[src/rtl/wishbone_lsu.sv]
// Load/store unit: turns one core byte/half/word request into a single Wishbone B4
// classic cycle, with lane steering, load extension and fault reporting.
module wishbone_lsu #(
    parameter int unsigned TIMEOUT   = 16,
    parameter int unsigned MAX_RETRY = 3
) (
    input  logic        clk_i,
    input  logic        rst_i,
    input  logic        req_valid_i,
    output logic        req_ready_o,
    input  logic        req_we_i,
    input  logic [1:0]  req_size_i,
    input  logic        req_unsigned_i,
    input  logic [31:0] req_addr_i,
    input  logic [31:0] req_wdata_i,
    output logic        done_o,
    output logic [31:0] rdata_o,
    output logic        fault_o,
    output logic [1:0]  fault_cause_o,
    output logic [31:0] adr_o,
    output logic [31:0] dat_o,
    output logic [3:0]  sel_o,
    output logic        we_o,
    output logic        cyc_o,
    output logic        stb_o,
    input  logic [31:0] dat_i,
    input  logic        ack_i,
    input  logic        err_i,
    input  logic        rty_i,
    output logic [1:0]  dbg_state_o
);
    localparam int unsigned TW = $clog2(TIMEOUT + 1);
    localparam int unsigned RW = $clog2(MAX_RETRY + 2);

    typedef enum logic [1:0] {
        IDLE    = 2'd0,
        BUS     = 2'd1,
        BACKOFF = 2'd2
    } state_t;

    state_t        state_q, state_d;
    logic [31:0]   adr_q, adr_d, dat_q, dat_d, rdata_q, rdata_d;
    logic [3:0]    sel_q, sel_d;
    logic          we_q, we_d, cyc_q, cyc_d;
    logic          done_q, done_d, fault_q, fault_d, bad_q, bad_d;
    logic [1:0]    cause_q, cause_d, size_q, size_d, off_q, off_d;
    logic          uns_q, uns_d;
    logic [TW-1:0] tmo_q, tmo_d;
    logic [RW-1:0] rty_q, rty_d;

    logic          misaligned;
    logic [3:0]    req_sel;
    logic [31:0]   req_dat, shifted, load_data;
    logic          finish;

    // Request decode: lane selects, replicated store data and alignment check.
    always_comb begin
        misaligned = 1'b0;
        req_sel    = 4'b0000;
        req_dat    = 32'h0;
        case (req_size_i)
            2'b00: begin
                req_sel = 4'b0001 << req_addr_i[1:0];
                req_dat = {4{req_wdata_i[7:0]}};
            end
            2'b01: begin
                misaligned = req_addr_i[0];
                req_sel    = req_addr_i[1] ? 4'b1100 : 4'b0011;
                req_dat    = {2{req_wdata_i[15:0]}};
            end
            2'b10: begin
                misaligned = (req_addr_i[1:0] != 2'b00);
                req_sel    = 4'b1111;
                req_dat    = req_wdata_i;
            end
            default: misaligned = 1'b1;
        endcase
    end

    always_comb begin
        shifted   = dat_i >> {off_q, 3'b000};
        load_data = shifted;
        case (size_q)
            2'b00:   load_data = uns_q ? {24'h0, shifted[7:0]} : {{24{shifted[7]}}, shifted[7:0]};
            2'b01:   load_data = uns_q ? {16'h0, shifted[15:0]} : {{16{shifted[15]}}, shifted[15:0]};
            default: load_data = shifted;
        endcase
    end

    // Handshake: a request transfers on a rising edge where req_valid_i and req_ready_o
    // are both 1; exactly one done_o pulse follows unless reset intervenes.
    always_comb begin
        state_d = state_q;
        adr_d   = adr_q;
        dat_d   = dat_q;
        sel_d   = sel_q;
        we_d    = we_q;
        cyc_d   = cyc_q;
        size_d  = size_q;
        off_d   = off_q;
        uns_d   = uns_q;
        tmo_d   = tmo_q;
        rty_d   = rty_q;
        bad_d   = 1'b0;
        done_d  = 1'b0;
        fault_d = 1'b0;
        cause_d = 2'b00;
        rdata_d = 32'h0;
        finish  = 1'b0;
        case (state_q)
            IDLE: begin
                if (bad_q) begin
                    done_d  = 1'b1;
                    fault_d = 1'b1;
                    cause_d = 2'b01;
                end else if (req_valid_i) begin
                    if (misaligned) begin
                        bad_d = 1'b1;
                    end else begin
                        adr_d   = {req_addr_i[31:2], 2'b00};
                        dat_d   = req_dat;
                        sel_d   = req_sel;
                        we_d    = req_we_i;
                        cyc_d   = 1'b1;
                        size_d  = req_size_i;
                        off_d   = req_addr_i[1:0];
                        uns_d   = req_unsigned_i;
                        tmo_d   = '0;
                        rty_d   = '0;
                        state_d = BUS;
                    end
                end
            end
            BUS: begin
                if (err_i) begin
                    finish  = 1'b1;
                    cause_d = 2'b10;
                end else if (ack_i) begin
                    finish = 1'b1;
                    if (!we_q) rdata_d = load_data;
                end else if (rty_i) begin
                    if (rty_q < RW'(MAX_RETRY)) begin
                        cyc_d   = 1'b0;
                        rty_d   = rty_q + RW'(1);
                        state_d = BACKOFF;
                    end else begin
                        finish  = 1'b1;
                        cause_d = 2'b11;
                    end
                end else if (tmo_q == TW'(TIMEOUT - 1)) begin
                    finish  = 1'b1;
                    cause_d = 2'b11;
                end else begin
                    tmo_d = tmo_q + TW'(1);
                end
            end
            BACKOFF: begin
                cyc_d   = 1'b1;
                tmo_d   = '0;
                state_d = BUS;
            end
            default: state_d = IDLE;
        endcase
        // Any terminal bus outcome releases the bus and parks its outputs at zero.
        if (finish) begin
            state_d = IDLE;
            done_d  = 1'b1;
            fault_d = (cause_d != 2'b00);
            cyc_d   = 1'b0;
            adr_d   = 32'h0;
            dat_d   = 32'h0;
            sel_d   = 4'b0000;
            we_d    = 1'b0;
        end
    end

    always_ff @(posedge clk_i) begin
        if (rst_i) begin
            state_q <= IDLE;
            adr_q   <= 32'h0;
            dat_q   <= 32'h0;
            sel_q   <= 4'b0000;
            we_q    <= 1'b0;
            cyc_q   <= 1'b0;
            size_q  <= 2'b00;
            off_q   <= 2'b00;
            uns_q   <= 1'b0;
            tmo_q   <= '0;
            rty_q   <= '0;
            bad_q   <= 1'b0;
            done_q  <= 1'b0;
            fault_q <= 1'b0;
            cause_q <= 2'b00;
            rdata_q <= 32'h0;
        end else begin
            state_q <= state_d;
            adr_q   <= adr_d;
            dat_q   <= dat_d;
            sel_q   <= sel_d;
            we_q    <= we_d;
            cyc_q   <= cyc_d;
            size_q  <= size_d;
            off_q   <= off_d;
            uns_q   <= uns_d;
            tmo_q   <= tmo_d;
            rty_q   <= rty_d;
            bad_q   <= bad_d;
            done_q  <= done_d;
            fault_q <= fault_d;
            cause_q <= cause_d;
            rdata_q <= rdata_d;
        end
    end

    // A rejected request holds off acceptance for one cycle so its done pulse is not overtaken.
    assign req_ready_o   = (state_q == IDLE) && !bad_q;
    assign done_o        = done_q;
    assign rdata_o       = rdata_q;
    assign fault_o       = fault_q;
    assign fault_cause_o = cause_q;
    assign adr_o         = adr_q;
    assign dat_o         = dat_q;
    assign sel_o         = sel_q;
    assign we_o          = we_q;
    assign cyc_o         = cyc_q;
    assign stb_o         = cyc_q;
    assign dbg_state_o   = state_q;
endmodule
[config.mk]
export PLATFORM = sky130hd
export DESIGN_NAME = wishbone_lsu
export DESIGN_NICKNAME = d
export VERILOG_FILES = /design/src/rtl/wishbone_lsu.sv
export SDC_FILE = /design/constraint.sdc
export NUM_CORES = 1
export LEC_CHECK = 0
export BUFFER_PORTS_ARGS = -buffer_cell sky130_fd_sc_hd__buf_2
export CORE_UTILIZATION = 51
export CTS_CLUSTER_DIAMETER = 50
export DETAILED_ROUTE_END_ITERATION = 6
export GPL_TIMING_DRIVEN = 0
export PLACE_DENSITY = 0.93
export SLEW_MARGIN = 20
export SYNTH_ARGS = -nofsm -noshare
export SYNTH_HDL_FRONTEND = slang
export SYNTH_SLANG_ARGS = --single-unit
[constraint.sdc]
create_clock -name clk_i -period 5.38 [get_ports clk_i]
set_clock_uncertainty 0.15 [all_clocks]
set_input_delay 0.269 -clock clk_i [delete_from_list [all_inputs] [get_ports clk_i]]
set_output_delay 0.269 -clock clk_i [all_outputs]
set_load 0.01 [all_outputs]
Word level (Yosys, flattened, before mapping)
Cells that the tools add are included.
W data, S select, Z words.
{"block": "op_classes", "addsub": 2, "reduce_logical": 17, "muxes": 57, "n_shift": 2, "eq_ne": 15, "bitwise_logic": 6, "order_cmp": 1}
{"cell": "$pmux W32 S3", "count": 1}
{"cell": "$mux W32", "count": 2}
{"cell": "$pmux W32 S2", "count": 1}
{"cell": "$mux W5", "count": 7}
{"cell": "$shr A32 B5 Y32", "count": 1}
{"cell": "$mux W2", "count": 12}
{"cell": "$reduce_and A8 Y1", "count": 3}
{"cell": "$mux W3", "count": 7}
{"cell": "$mux W1", "count": 19}
{"cell": "$ne A2 B2 Y1 const B", "count": 9}
{"cell": "$pmux W5 S3", "count": 1}
{"cell": "$pmux W4 S3", "count": 1}
{"cell": "$reduce_and A7 Y1", "count": 1}
{"cell": "$eq A2 B1 Y1 const B", "count": 3}
{"cell": "$logic_not A2 Y1", "count": 3}
{"cell": "$not A1 Y1", "count": 6}
{"cell": "$pmux W1 S3", "count": 2}
{"cell": "$pmux W2 S3", "count": 1}
{"cell": "$pmux W3 S2", "count": 1}
{"cell": "$reduce_bool A2 Y1", "count": 3}
{"cell": "$add A5 B1 Y5 const B", "count": 1}
{"cell": "$eq A5 B4 Y1 const B", "count": 1}
{"cell": "$reduce_or A5 Y1", "count": 1}
{"cell": "$eq A2 B2 Y1 const B", "count": 2}
{"cell": "other kinds (11)", "count": 11}
{"block": "word_totals", "input_bits": 106, "reg_bits": 120}

Longest topological paths before layout
{"block": "depth", "ltp_word": 8, "mapped_depth": 9, "mapped_depth_nobuf": 7}

Least setup slack after synthesis
OpenSTA, ideal clock, no wires.
{"block": "synth_timing", "kind": "register to register", "from": "register tmo_q[0]", "to": "register dat_q[10], in the netlist dat_o[10]", "path_buffers": 2, "t_required_ns": 5.152, "path_stages_with_launch": 10, "slack_ns": 3.066, "arrival_time_ns": 2.086, "path_cell_list": "dfxtp_1 -> ha_1 -> and3_1 -> ha_1 -> nor2_1 -> a211oi_1 -> or3_1 -> clkbuf_1 -> clkbuf_1 -> nor3_1"}
{"block": "synth_between", "elab_chain_len": 7}
{"element": "start, declared", "line": "48", "text": "logic [TW-1:0] tmo_q, tmo_d;"}
{"element": "start signal, assigned", "line": "205", "text": "tmo_q <= tmo_d;"}
{"element": "$eq A5 B4 Y1", "line": "150", "text": "end else if (tmo_q == TW'(TIMEOUT - 1)) begin"}
{"element": "$mux W1", "line": "150"}
{"element": "$mux W1", "line": "141", "text": "end else if (rty_i) begin"}
{"element": "$mux W1", "line": "138", "text": "end else if (ack_i) begin"}
{"element": "$mux W1", "line": "135", "text": "if (err_i) begin"}
{"element": "$mux W1", "line": "110", "text": "case (state_q)"}
{"element": "$reduce_or A2 Y1 (no source line)"}
{"element": "end signal, assigned", "line": "198", "text": "dat_q <= dat_d;"}
{"element": "end, declared", "line": "42", "text": "logic [31:0] adr_q, adr_d, dat_q, dat_d, rdata_q, rdata_d;"}
No other way between the ends.
A chain may end at the register's enable or synchronous reset.

Worst setup path in the final report
{"block": "layout_timing", "from": "register tmo_q[0]", "to": "register dat_q[16], in the netlist dat_o[16]"}
The elaborated chain is that of the path after synthesis.

==> results.md <==
- Setup violators final: 0
- DR WL/cell: 21.0 um
- Total of max-cap violations: 0
- Actual slew at the worst max-slew pin: 0.705 ns
- Root Buffer: clkbuf_8
- Arrival @ worst endpoint: 3.34 ns
- Synth Register Bits: 120
- Via density: 6.07
- Yosys top cell area share: 48.1%
- Class of the worst hold path: in2reg
- Share of cells above drive strength 1: 30.7%
- Largest net degree at the start of global routing: 17
- Skew-Pair Late Insertion Delay: 0.51 ns
- Placed Cells incl. Taps: 921
- Crit path max fanout: 10
- Chip Height: 101 um
- Setup_tns: 0 ns
- Critical path type: reg2reg
- Relative slew slack: 53.0%
- Dominant cell type by area after synthesis: dfxtp_1
- Area growth syn-to-layout: 53.4%
- Gpl congestion: 0.901
- Wire length of the first global-routing pass: 33.1 mm
- CTS sink cnt: 120
- Worst setup EP type: flip-flop
- CTS Buffer Depth: 2
- YS warnings: 0
- TritonCTS clock tree: yes
- Fmax: 320 MHz
- Htree depth: 4
- Via count: 6,268
- Die area: 10,200 sq um
- Final-report max-slew violation count: 0
- Ys async rst share: 0%
- Fin crit period: 3.12 ns
- Std-Cell Rows: 35
- Fin. Hold Viols: 0
- Initial antenna violation count: 1
- Port Buf Inserts: 211
- RSZ-0062 raised after global routing: no
- Post-synthesis sequential area ratio: 48.1%
- CTS buffer count: 17
- GRT Total Usage: 42.9%
- Core Util, Final: 81.8%
- Vias in the first global route: 6,452
- Die width: 101 um
- DRC: 0
- CP Launch Type: flip-flop
- Status: complete, no violations
- Pwr dens: 346 nW/um^2
- Finished Layout Cells: 1,033
- Setup Buffers After CTS: 0
- Nets: 999
- P_leak: 0.00348 uW
- Overall power: 2650 uW
- Ranking of synthesized cells by area: dfxtp_1 (48%), nand2_1 (7.4%), a21oi_1 (6.9%)
- Drt total wl: 21.7 mm
- DRT iter0 DRCs: 485
- Distinct cells, synth: 48
- DRT Pass-1 Iters: 7
- Hold_ws: 0.0268 ns
- Post-synth EDFFs: 0
- Final ANT Viol Nets: 0
- Syn Area/Cell: 8.62 sq um
- Synthesized instance count: 580
- Maximum vdd drop: 277 uV
- Post-DP HPWL: 11.5 mm
- Mapped Area: 5000 sq um
- Req. time, crit path: 5.60 ns
- Placeable Area: 9370 sq um
- Commonest register cell after synthesis: dfxtp_1
- I/O pin count: 216
- Initial Util: 53.3%
- Grt ovf: 0
- Clock-pin transition on the worst setup and hold timing paths: 0.06 ns
- Final period util: 58.0%
==> report_power, final <==
| part | switching, uW | total [uW] | internal, uW |
|---|---|---|---|
| combinational | 258 | 433 | 176 |
| sequential | 31.5 | 966 | 934 |
| clock | 417 | 1250 | 836 |
==> cell type report <==
class	count	area [sq um]
clock inverters	11	194
well taps	129	161
flip-flops and latches	120	2400
repair buffers	290	1850
clock buffers	21	459
fillers	523	1710
diodes	1	2.50
multi-input cells	412	2360
inverters	3	11.3
plain buffers	46	228
==> per-layer routing <==
metal  up-vias  track usage (%)  part of all wire [%]
met5         -                0                     0
met4         0             31.5                   7.6
met3       186             12.4                    12
met2       564             72.2                    47
met1      2867             45.9                    33
li1       2651                -                     -
==> metrics by stage <==
stage / area, sq um / setup slack (ns)
after detailed placement: 6220 / 2.63
final: 7670 / 2.26
after global placement: 6220 / 2.72
after global routing: 7670 / 2.17
after floorplan: 5000 / 3.07
after CTS: 7660 / 2.57
==> flip-flops by register name (all words and copies together) (netlist names), 3 cells and up <==
register	flops
sel_o	4
tmo_q	5
adr_o	30
dat_o	32
rty_q	3
rdata_o	32
==> cell families (layout without fill, tap and decap cells) <==
group | after synthesis | after routing | share of synthesized area (%)
buf+inv | 49 | 371 | 4.78
flops | 120 | 120 | 48.1
fa+ha+maj | 3 | 3 | 0.751
mux | 27 | 27 | 5.68
other cells | 1 | 3 | 0.0750
compound gates | 159 | 159 | 20.0
simple gates | 221 | 221 | 20.6
==> worst paths after layout <==
check	from	endpoint	slack [ns]	cells after the start
setup / recovery	tmo_q[0]$_SDFFE_PP0P_	dat_o[16]$_SDFFE_PP0P_	2.26	9
hold / removal	rst_i	rty_q[1]$_SDFFE_PP0P_	0.03	2
setup reg to reg	tmo_q[0]$_SDFFE_PP0P_	dat_o[16]$_SDFFE_PP0P_	2.26	9
hold reg to reg	adr_o[3]$_SDFFE_PP0P_	adr_o[3]$_SDFFE_PP0P_	0.30	2
==> cell usage after synthesis, types with 2 or more instances <==
library cell,count
dfxtp_1,120
nand2_1,98
a21oi_1,69
nor2_1,53
a211oi_1,33
nor3_1,29
mux2i_1,25
clkbuf_1,24
o21ai_0,24
buf_2,14
a21o_1,11
nor2b_1,9
and2_1,7
a221oi_1,6
buf_4,4
nand3_1,4
a31oi_1,3
buf_6,3
ha_1,3
nand2b_1,3
nand4b_1,3
or3_1,3
or4_1,3
a221oi_2,2
and3_1,2
inv_1,2
o211ai_1,2
==> cells in the final DEF (no fill, tap or decap), types with 4 or more instances in the layout <==
cell type,n
dlygate4sd3_1,79
clkbuf_1,25
and2_1,7
o21ai_0,24
nand2_1,98
buf_2,225
bufinv_16,5
mux2i_1,25
clkinvlp_4,4
nor2_1,53
nor2b_1,9
a211oi_1,33
a221oi_1,6
a21oi_1,69
buf_4,4
a21o_1,11
nand3_1,4
dfxtp_1,120
clkbuf_8,4
nor3_1,29
clkbuf_16,16
==> critical path: stages (launching register included) <==
cell and delay [ns]:
dfxtp_1 0.33, ha_1 0.23, and3_1 0.20, ha_1 0.17
nor2_1 0.39, a211oi_1 0.10, or3_1 0.36, clkbuf_1 0.23
clkbuf_1 0.32, nor3_1 0.48
==> what timing repair did <==
item	in CTS	in global routing
resized for setup	0	0
hold endpoints to repair	78	0
hold buffers	79	0
Power figures use the tool's default switching activity.
